[config.mk]
export PLATFORM = sky130hd
export DESIGN_NAME = approx_mult_seq
export DESIGN_NICKNAME = d
export VERILOG_FILES = /design/src/rtl/approx_mult_pkg.sv /design/src/rtl/approx_mult_seq_mult4x4.sv /design/src/rtl/approx_mult_seq.sv
export SDC_FILE = /design/constraint.sdc
export NUM_CORES = 1
export LEC_CHECK = 0
export ABC_CLOCK_PERIOD_IN_PS = 14000
export CAP_MARGIN = 20
export CORE_MARGIN = 2
export CORE_UTILIZATION = 45
export DETAILED_ROUTE_END_ITERATION = 12
export MAX_ROUTING_LAYER = met4
export PLACE_DENSITY = 0.63
export SYNTH_ARGS = -nofsm -noshare
export SYNTH_HDL_FRONTEND = slang
export SYNTH_HIERARCHICAL = 1
export SYNTH_SLANG_ARGS = --single-unit
[constraint.sdc]
create_clock -name nvdla_core_clk -period 14 [get_ports nvdla_core_clk]
set_input_delay 3.5 -clock nvdla_core_clk [delete_from_list [all_inputs] [get_ports nvdla_core_clk]]
set_output_delay 3.5 -clock nvdla_core_clk [all_outputs]
set_load 0.02 [all_outputs]
[src/rtl/approx_mult_pkg.sv]
// Shared definitions for the approximate sequential multiplier.
// Holds the controller state encoding and the elaboration-time helpers
// that derive the tile geometry from the operand width.
package approx_mult_pkg;

  // Bits per operand digit; one tile multiplies one digit of each operand.
  localparam int TILE_BITS = 4;

  // Controller states of the tile-sequencing FSM.
  typedef enum logic [1:0] {
    ST_IDLE = 2'd0,
    ST_MUL  = 2'd1,
    ST_SGN  = 2'd2,
    ST_DONE = 2'd3
  } state_e;

  // Number of 4-bit digits in one operand.
  function automatic int calc_n(input int width);
    return width / TILE_BITS;
  endfunction

  // Number of digit-pair tiles that make up one full product.
  function automatic int calc_t(input int width);
    return (width / TILE_BITS) * (width / TILE_BITS);
  endfunction

  // Legal operand widths: whole digits, from 8 to 32 bits.
  function automatic bit width_legal(input int width);
    return ((width % TILE_BITS) == 0) && (width >= 8) && (width <= 32);
  endfunction

endpackage

[src/rtl/approx_mult_seq_mult4x4.sv]
// Unsigned 4x4 tile multiplier; purely combinational.
// Ports:
//   a_i  4-bit unsigned multiplicand digit
//   b_i  4-bit unsigned multiplier digit
//   p_o  8-bit unsigned product
module mult4x4 (
  input  logic [3:0] a_i,
  input  logic [3:0] b_i,
  output logic [7:0] p_o
);

  // Full-precision product; 15*15 = 225 always fits in 8 bits.
  assign p_o = {4'd0, a_i} * {4'd0, b_i};

endmodule

[src/rtl/approx_mult_seq.sv]
// Multi-cycle signed multiplier that reuses a single 4x4 tile multiplier
// over every digit pair of the operand magnitudes, one tile per cycle.
// In approximate mode, tiles whose digit-index sum is below APX_DROP
// contribute nothing, but still take their cycle so latency is fixed.
// Ports:
//   nvdla_core_clk   clock, rising edge
//   nvdla_core_rstn  synchronous active-low reset
//   in_valid/in_ready, in_a, in_b, in_mode   operand handshake
//   out_valid/out_ready, out_p               result handshake (held until taken)
module approx_mult_seq
  import approx_mult_pkg::*;
#(
  parameter int WIDTH    = 8,
  parameter int APX_DROP = 1
) (
  input  logic                 nvdla_core_clk,
  input  logic                 nvdla_core_rstn,
  input  logic                 in_valid,
  output logic                 in_ready,
  input  logic [WIDTH-1:0]     in_a,
  input  logic [WIDTH-1:0]     in_b,
  input  logic                 in_mode,
  output logic                 out_valid,
  input  logic                 out_ready,
  output logic [2*WIDTH-1:0]   out_p
);

  localparam int N    = calc_n(WIDTH);
  localparam int T    = calc_t(WIDTH);
  localparam int KW   = $clog2(T);
  localparam int SUMW = KW + 1;
  localparam int PW   = 2 * WIDTH;

  localparam logic [KW-1:0]   N_K    = KW'(N);
  localparam logic [KW-1:0]   LAST_K = KW'(T - 1);
  localparam logic [SUMW-1:0] DROP_K = SUMW'(APX_DROP);

  if (!width_legal(WIDTH) || (APX_DROP < 0) || (APX_DROP > 2 * N - 1)) begin : g_param_err
    $error("approx_mult_seq: illegal WIDTH=%0d / APX_DROP=%0d", WIDTH, APX_DROP);
  end

  // Magnitude of a two's-complement value; the most-negative value maps
  // to 2^(WIDTH-1), which is still representable unsigned in WIDTH bits.
  function automatic logic [WIDTH-1:0] mag_of(input logic [WIDTH-1:0] v);
    logic [WIDTH-1:0] r;
    if (v[WIDTH-1]) begin
      r = (~v) + WIDTH'(1'b1);
    end else begin
      r = v;
    end
    return r;
  endfunction

  state_e            state_q, state_d;
  logic [KW-1:0]     k_q, k_d;
  logic [PW-1:0]     acc_q, acc_d;
  logic [WIDTH-1:0]  mag_a_q, mag_a_d;
  logic [WIDTH-1:0]  mag_b_q, mag_b_d;
  logic              sign_q, sign_d;
  logic              mode_q, mode_d;
  logic              out_valid_q, out_valid_d;
  logic [PW-1:0]     out_p_q, out_p_d;

  logic [KW-1:0]     i_s, j_s;
  logic [SUMW-1:0]   sum_s;
  logic [3:0]        nib_a_s, nib_b_s;
  logic [7:0]        tile_p_s;
  logic [PW-1:0]     tile_term_s;
  logic              drop_s;

  // Tile k walks |a| digits fastest: i = k % N, j = k / N.
  assign i_s     = k_q % N_K;
  assign j_s     = k_q / N_K;
  assign sum_s   = SUMW'(i_s) + SUMW'(j_s);
  assign nib_a_s = 4'(mag_a_q >> {i_s, 2'b00});
  assign nib_b_s = 4'(mag_b_q >> {j_s, 2'b00});
  assign drop_s  = mode_q && (sum_s < DROP_K);

  mult4x4 u_tile (
    .a_i (nib_a_s),
    .b_i (nib_b_s),
    .p_o (tile_p_s)
  );

  // Tile weight is 16^(i+j); dropped tiles add zero.
  assign tile_term_s = drop_s ? {PW{1'b0}} : (PW'(tile_p_s) << {sum_s, 2'b00});

  assign in_ready  = (state_q == ST_IDLE);
  assign out_valid = out_valid_q;
  assign out_p     = out_p_q;

  // Next-state and datapath update for the tile-sequencing FSM.
  always_comb begin
    state_d     = state_q;
    k_d         = k_q;
    acc_d       = acc_q;
    mag_a_d     = mag_a_q;
    mag_b_d     = mag_b_q;
    sign_d      = sign_q;
    mode_d      = mode_q;
    out_valid_d = out_valid_q;
    out_p_d     = out_p_q;
    case (state_q)
      ST_IDLE: begin
        if (in_valid) begin
          mag_a_d = mag_of(in_a);
          mag_b_d = mag_of(in_b);
          sign_d  = in_a[WIDTH-1] ^ in_b[WIDTH-1];
          mode_d  = in_mode;
          acc_d   = {PW{1'b0}};
          k_d     = {KW{1'b0}};
          state_d = ST_MUL;
        end else begin
          state_d = ST_IDLE;
        end
      end
      ST_MUL: begin
        acc_d = acc_q + tile_term_s;
        if (k_q == LAST_K) begin
          k_d     = {KW{1'b0}};
          state_d = ST_SGN;
        end else begin
          k_d     = k_q + KW'(1'b1);
          state_d = ST_MUL;
        end
      end
      ST_SGN: begin
        // A zero magnitude stays zero so no lone sign bit can appear.
        if (sign_q && (acc_q != {PW{1'b0}})) begin
          out_p_d = (~acc_q) + PW'(1'b1);
        end else begin
          out_p_d = acc_q;
        end
        out_valid_d = 1'b1;
        state_d     = ST_DONE;
      end
      ST_DONE: begin
        if (out_ready) begin
          out_valid_d = 1'b0;
          state_d     = ST_IDLE;
        end else begin
          out_valid_d = 1'b1;
          state_d     = ST_DONE;
        end
      end
      default: begin
        out_valid_d = 1'b0;
        state_d     = ST_IDLE;
      end
    endcase
  end

  // State registers with synchronous active-low reset.
  always_ff @(posedge nvdla_core_clk) begin
    if (!nvdla_core_rstn) begin
      state_q     <= ST_IDLE;
      k_q         <= {KW{1'b0}};
      acc_q       <= {PW{1'b0}};
      mag_a_q     <= {WIDTH{1'b0}};
      mag_b_q     <= {WIDTH{1'b0}};
      sign_q      <= 1'b0;
      mode_q      <= 1'b0;
      out_valid_q <= 1'b0;
      out_p_q     <= {PW{1'b0}};
    end else begin
      state_q     <= state_d;
      k_q         <= k_d;
      acc_q       <= acc_d;
      mag_a_q     <= mag_a_d;
      mag_b_q     <= mag_b_d;
      sign_q      <= sign_d;
      mode_q      <= mode_d;
      out_valid_q <= out_valid_d;
      out_p_q     <= out_p_d;
    end
  end

endmodule

==> results by group <==
Placement
  • Pre-CTS WS: 8.23 ns
  • Post-DP Area: 4440 um^2
  • Routability Congestion: 0.810
  • I/O Buffers: 38
  • DPL Wire Length: 6760 um

STA
  • Clk_skew: 0.00642 ns
  • Upper clock frequency limit: 196 MHz
  • Setup violators final: 0
  • RSZ-0062 raised after global routing: no
  • Relative slew slack: 0.443
  • Setup TNS: 0 ns
  • Worst slew pin tran: 0.836 ns
  • Final worst slack: 8.89 ns
  • Final period util: 0.365
  • Max-slew violations: 0
  • Final worst path period need: 5.11 ns
  • Final number of hold-violating endpoints: 0

Synthesis
  • Synth area leaders: dfxtp_1 28%, ha_1 10%, xor2_1 5.5%
  • Flops & latches, synth: 55
  • Yosys warns: 6
  • Cells after synthesis: 487
  • Cell taking the most area after synthesis: dfxtp_1
  • Netlist Area Pre-Place: 4000 um^2
  • Async S/R FF share, synth: 0
  • Share of the synthesized area in the top cell type: 0.276
  • Syn_nets: 546
  • Mapped Avg Cell Area: 8.20 um^2
  • EDFF count, synth: 0
  • Sequential area share after synthesis: 0.276
  • Distinct cell type count of the synthesized netlist: 55
  • Ys flop type: dfxtp_1

Clocking
  • Cts hold-fix bufs: 0
  • Clock latency on the worst-skew pair: 0.31 ns
  • Clock sink count: 55
  • CTS tree: built
  • Root buffer cell: clkbuf_8
  • # Post-CTS Setup Buffers: 0
  • Clock Pin Slew Worst Setup and Hold Paths: 0.11 ns
  • H-tree depth: 2
  • Post-CTS Resized: 0
  • Total CTS buffers: 5
  • Max clock buf depth: 2

Finish
  • Synth-to-layout area growth: 15.1%
  • Ant diodes: 0
  • Layout cells sized above 1: 0.0698
  • Final nets: 574
  • Post-route design area: 4600 um^2
  • Core Util, Final: 0.530

Run status
  • Outcome: finished clean

Critical path
  • Worst Setup End Kind: flop
  • Critical path launch point type: flop
  • Worst endpoint required time: 14.24 ns
  • Crit path launch: k_q[0]
  • Critical setup path kind: reg -> reg
  • Worst Path Arrival: 5.35 ns
  • Reg-to-Reg Start: k_q[0]
  • Worst Path Max Fanout: 9

Die
  • Core Footprint: 8680 um^2
  • Die Area: 9650 um^2
  • Die Wd: 98.2 um
  • Die Y: 98.2 um
  • Rows: 34
  • Ports: 39
  • Starting Density: 0.460

Routing
  • WL final: 8600 um
  • Vias: 3,325
  • 1st-iter DRT viols: 87
  • Antenna-violating nets left: 0
  • DRC viols: 0
  • Drt wl/cell: 13.8 um
  • Avg Vias per Cell: 5.33
  • Initial DRT Pass Iterations: 4

Power
  • Pwr/cell area: 71.6 nW/um^2
  • Worst vdd ir: 0.0426 mV
  • LEAKAGE: 2.00 nW

Worst hold path
  • Hold Crit Class: reg -> reg
  • Hold wc startpoint: mag_a_q[7]

Job
  • MaxCap Viol Count: 0

Global route
  • First-pass GRT wire length: 15,000 um
  • GRT Total Usage: 0.192
  • Grt ovf: 0
  • Vias in the first global route: 3,226
  • Pin count of the biggest net entering global routing: 36
  • Initial antenna violation count: 0
-- power by group --
group | switching (mW) | internal, mW | total (mW) | leakage (nW)
combinational | 0.0347 | 0.0282 | 0.0629 | 1.50
sequential | 0.00527 | 0.162 | 0.167 | 0.447
clock | 0.0578 | 0.0419 | 0.0997 | 0.0533
-- critical path: stages (launching register included) --
cell and delay, ns:
dfxtp_1 0.55, mux2_2 0.27, nand2_1 0.08, fa_1 0.53, inv_1 0.05, fa_1 0.52, fa_1 0.47, a21o_2 0.23
a21oi_1 0.16, xnor2_1 0.11, mux2_2 0.28, nor2b_1 0.13, ha_1 0.35, a21o_1 0.20, a21o_1 0.17, a221oi_1 0.44
o21ai_0 0.20, xnor2_1 0.15, o21ai_0 0.14
-- area by class of cell --
type / instances / area (um^2)
Multi-Input combinational cell: 394 / 2750
Clock buffer: 6 / 82.6
Clock inverter: 2 / 20.0
Timing Repair Buffer: 41 / 440
Inverter: 18 / 67.6
Fill cell: 852 / 4080
Tap cell: 108 / 135
Sequential cell: 55 / 1100
-- per-layer routing --
metal | wire (um) | global-route usage | up-vias | part of all wire
met5 | 0 | - | - | 0
met1 | 3970 | 0.230 | 1474 | 0.46
met2 | 4310 | 0.347 | 51 | 0.50
met4 | 48 | 0.0400 | 0 | 0.0056
li1 | - | - | 1795 | -
met3 | 264 | 0.0243 | 5 | 0.031
-- through the flow --
| stage | cells | hold WS [ns] | total power, mW |
|---|---|---|---|
| after global placement | 614 | 0.441 | 0.231 |
| after floorplan | 487 | 0.428 | 0.214 |
| after detailed placement | 614 | 0.446 | 0.233 |
| final | 624 | 0.458 | 0.329 |
| after global routing | 624 | 0.484 | 0.347 |
| after CTS | 622 | 0.461 | 0.331 |
-- placed cells by master, fill, tap and decap left out, types with 5 or more instances in the layout --
| cell | count |
|---|---|
| dfxtp_1 | 55 |
| nor2_1 | 49 |
| nand2_1 | 43 |
| clkdlybuf4s50_1 | 38 |
| a21oi_1 | 35 |
| ha_1 | 33 |
| o21ai_0 | 26 |
| xor2_1 | 25 |
| a211oi_1 | 20 |
| and2_1 | 19 |
| inv_1 | 17 |
| xnor2_1 | 12 |
| a22oi_1 | 11 |
| a21o_1 | 11 |
| mux2_2 | 9 |
| mux2i_1 | 7 |
| nor2b_1 | 7 |
| nor3_1 | 7 |
| o21ai_1 | 6 |
| clkbuf_8 | 6 |
| or3_1 | 5 |
| nand3_1 | 5 |
| a31oi_1 | 5 |
| nand4_1 | 5 |
| fa_1 | 5 |
-- kinds of logic after synthesis --
group                    synth area share
AO/OA/AOI/OAI                       0.224
adder cells (fa/ha/maj)             0.128
flip-flops                          0.276
AND/OR/NAND/NOR                     0.212
buffers and inverters              0.0360
multiplexers                       0.0429
XOR/XNOR                           0.0811
-- final timing paths --
| path | end | slack, ns | cells past startpoint |
|---|---|---|---|
| min reg2reg | mag_a_q[7] | 0.46 | 2 |
| min | mag_a_q[7] | 0.46 | 2 |
| max | acc_q[13] | 8.89 | 18 |
| max reg2reg | acc_q[13] | 8.89 | 18 |
-- registers in the layout (all words and copies together) (netlist names) --
| name | cells |
|---|---|
| mag_a_q | 8 |
| out_p | 16 |
| acc_q | 16 |
| out_valid | 1 |
| mode_q | 1 |
| k_q | 2 |
| sign_q | 1 |
| state_q | 2 |
| mag_b_q | 8 |
-- cells in the mapped netlist, types with 2 or more instances --
master    count
o21ai_1       6
xor2_1       25
o21bai_1      3
nand2_1      43
nand3_1       5
ha_1         33
nor3b_1       4
o31ai_1       3
nand2b_1      4
a22oi_1      11
a21o_1       11
nor2_1       49
a31oi_1       5
or3_1         5
a311oi_1      2
nand4_1       5
nor3_1        7
and3_1        4
nor2b_1       8
fa_1          5
mux2i_1       7
dfxtp_1      55
inv_1        17
o211ai_1      3
a21oi_1      35
o21ai_0      26
xnor2_1      12
a211oi_1     20
or2_2         4
o41ai_2       2
and2_1       19
clkbuf_1     18
mux2_2        9
No activity file was read; power rests on OpenSTA's default activity.
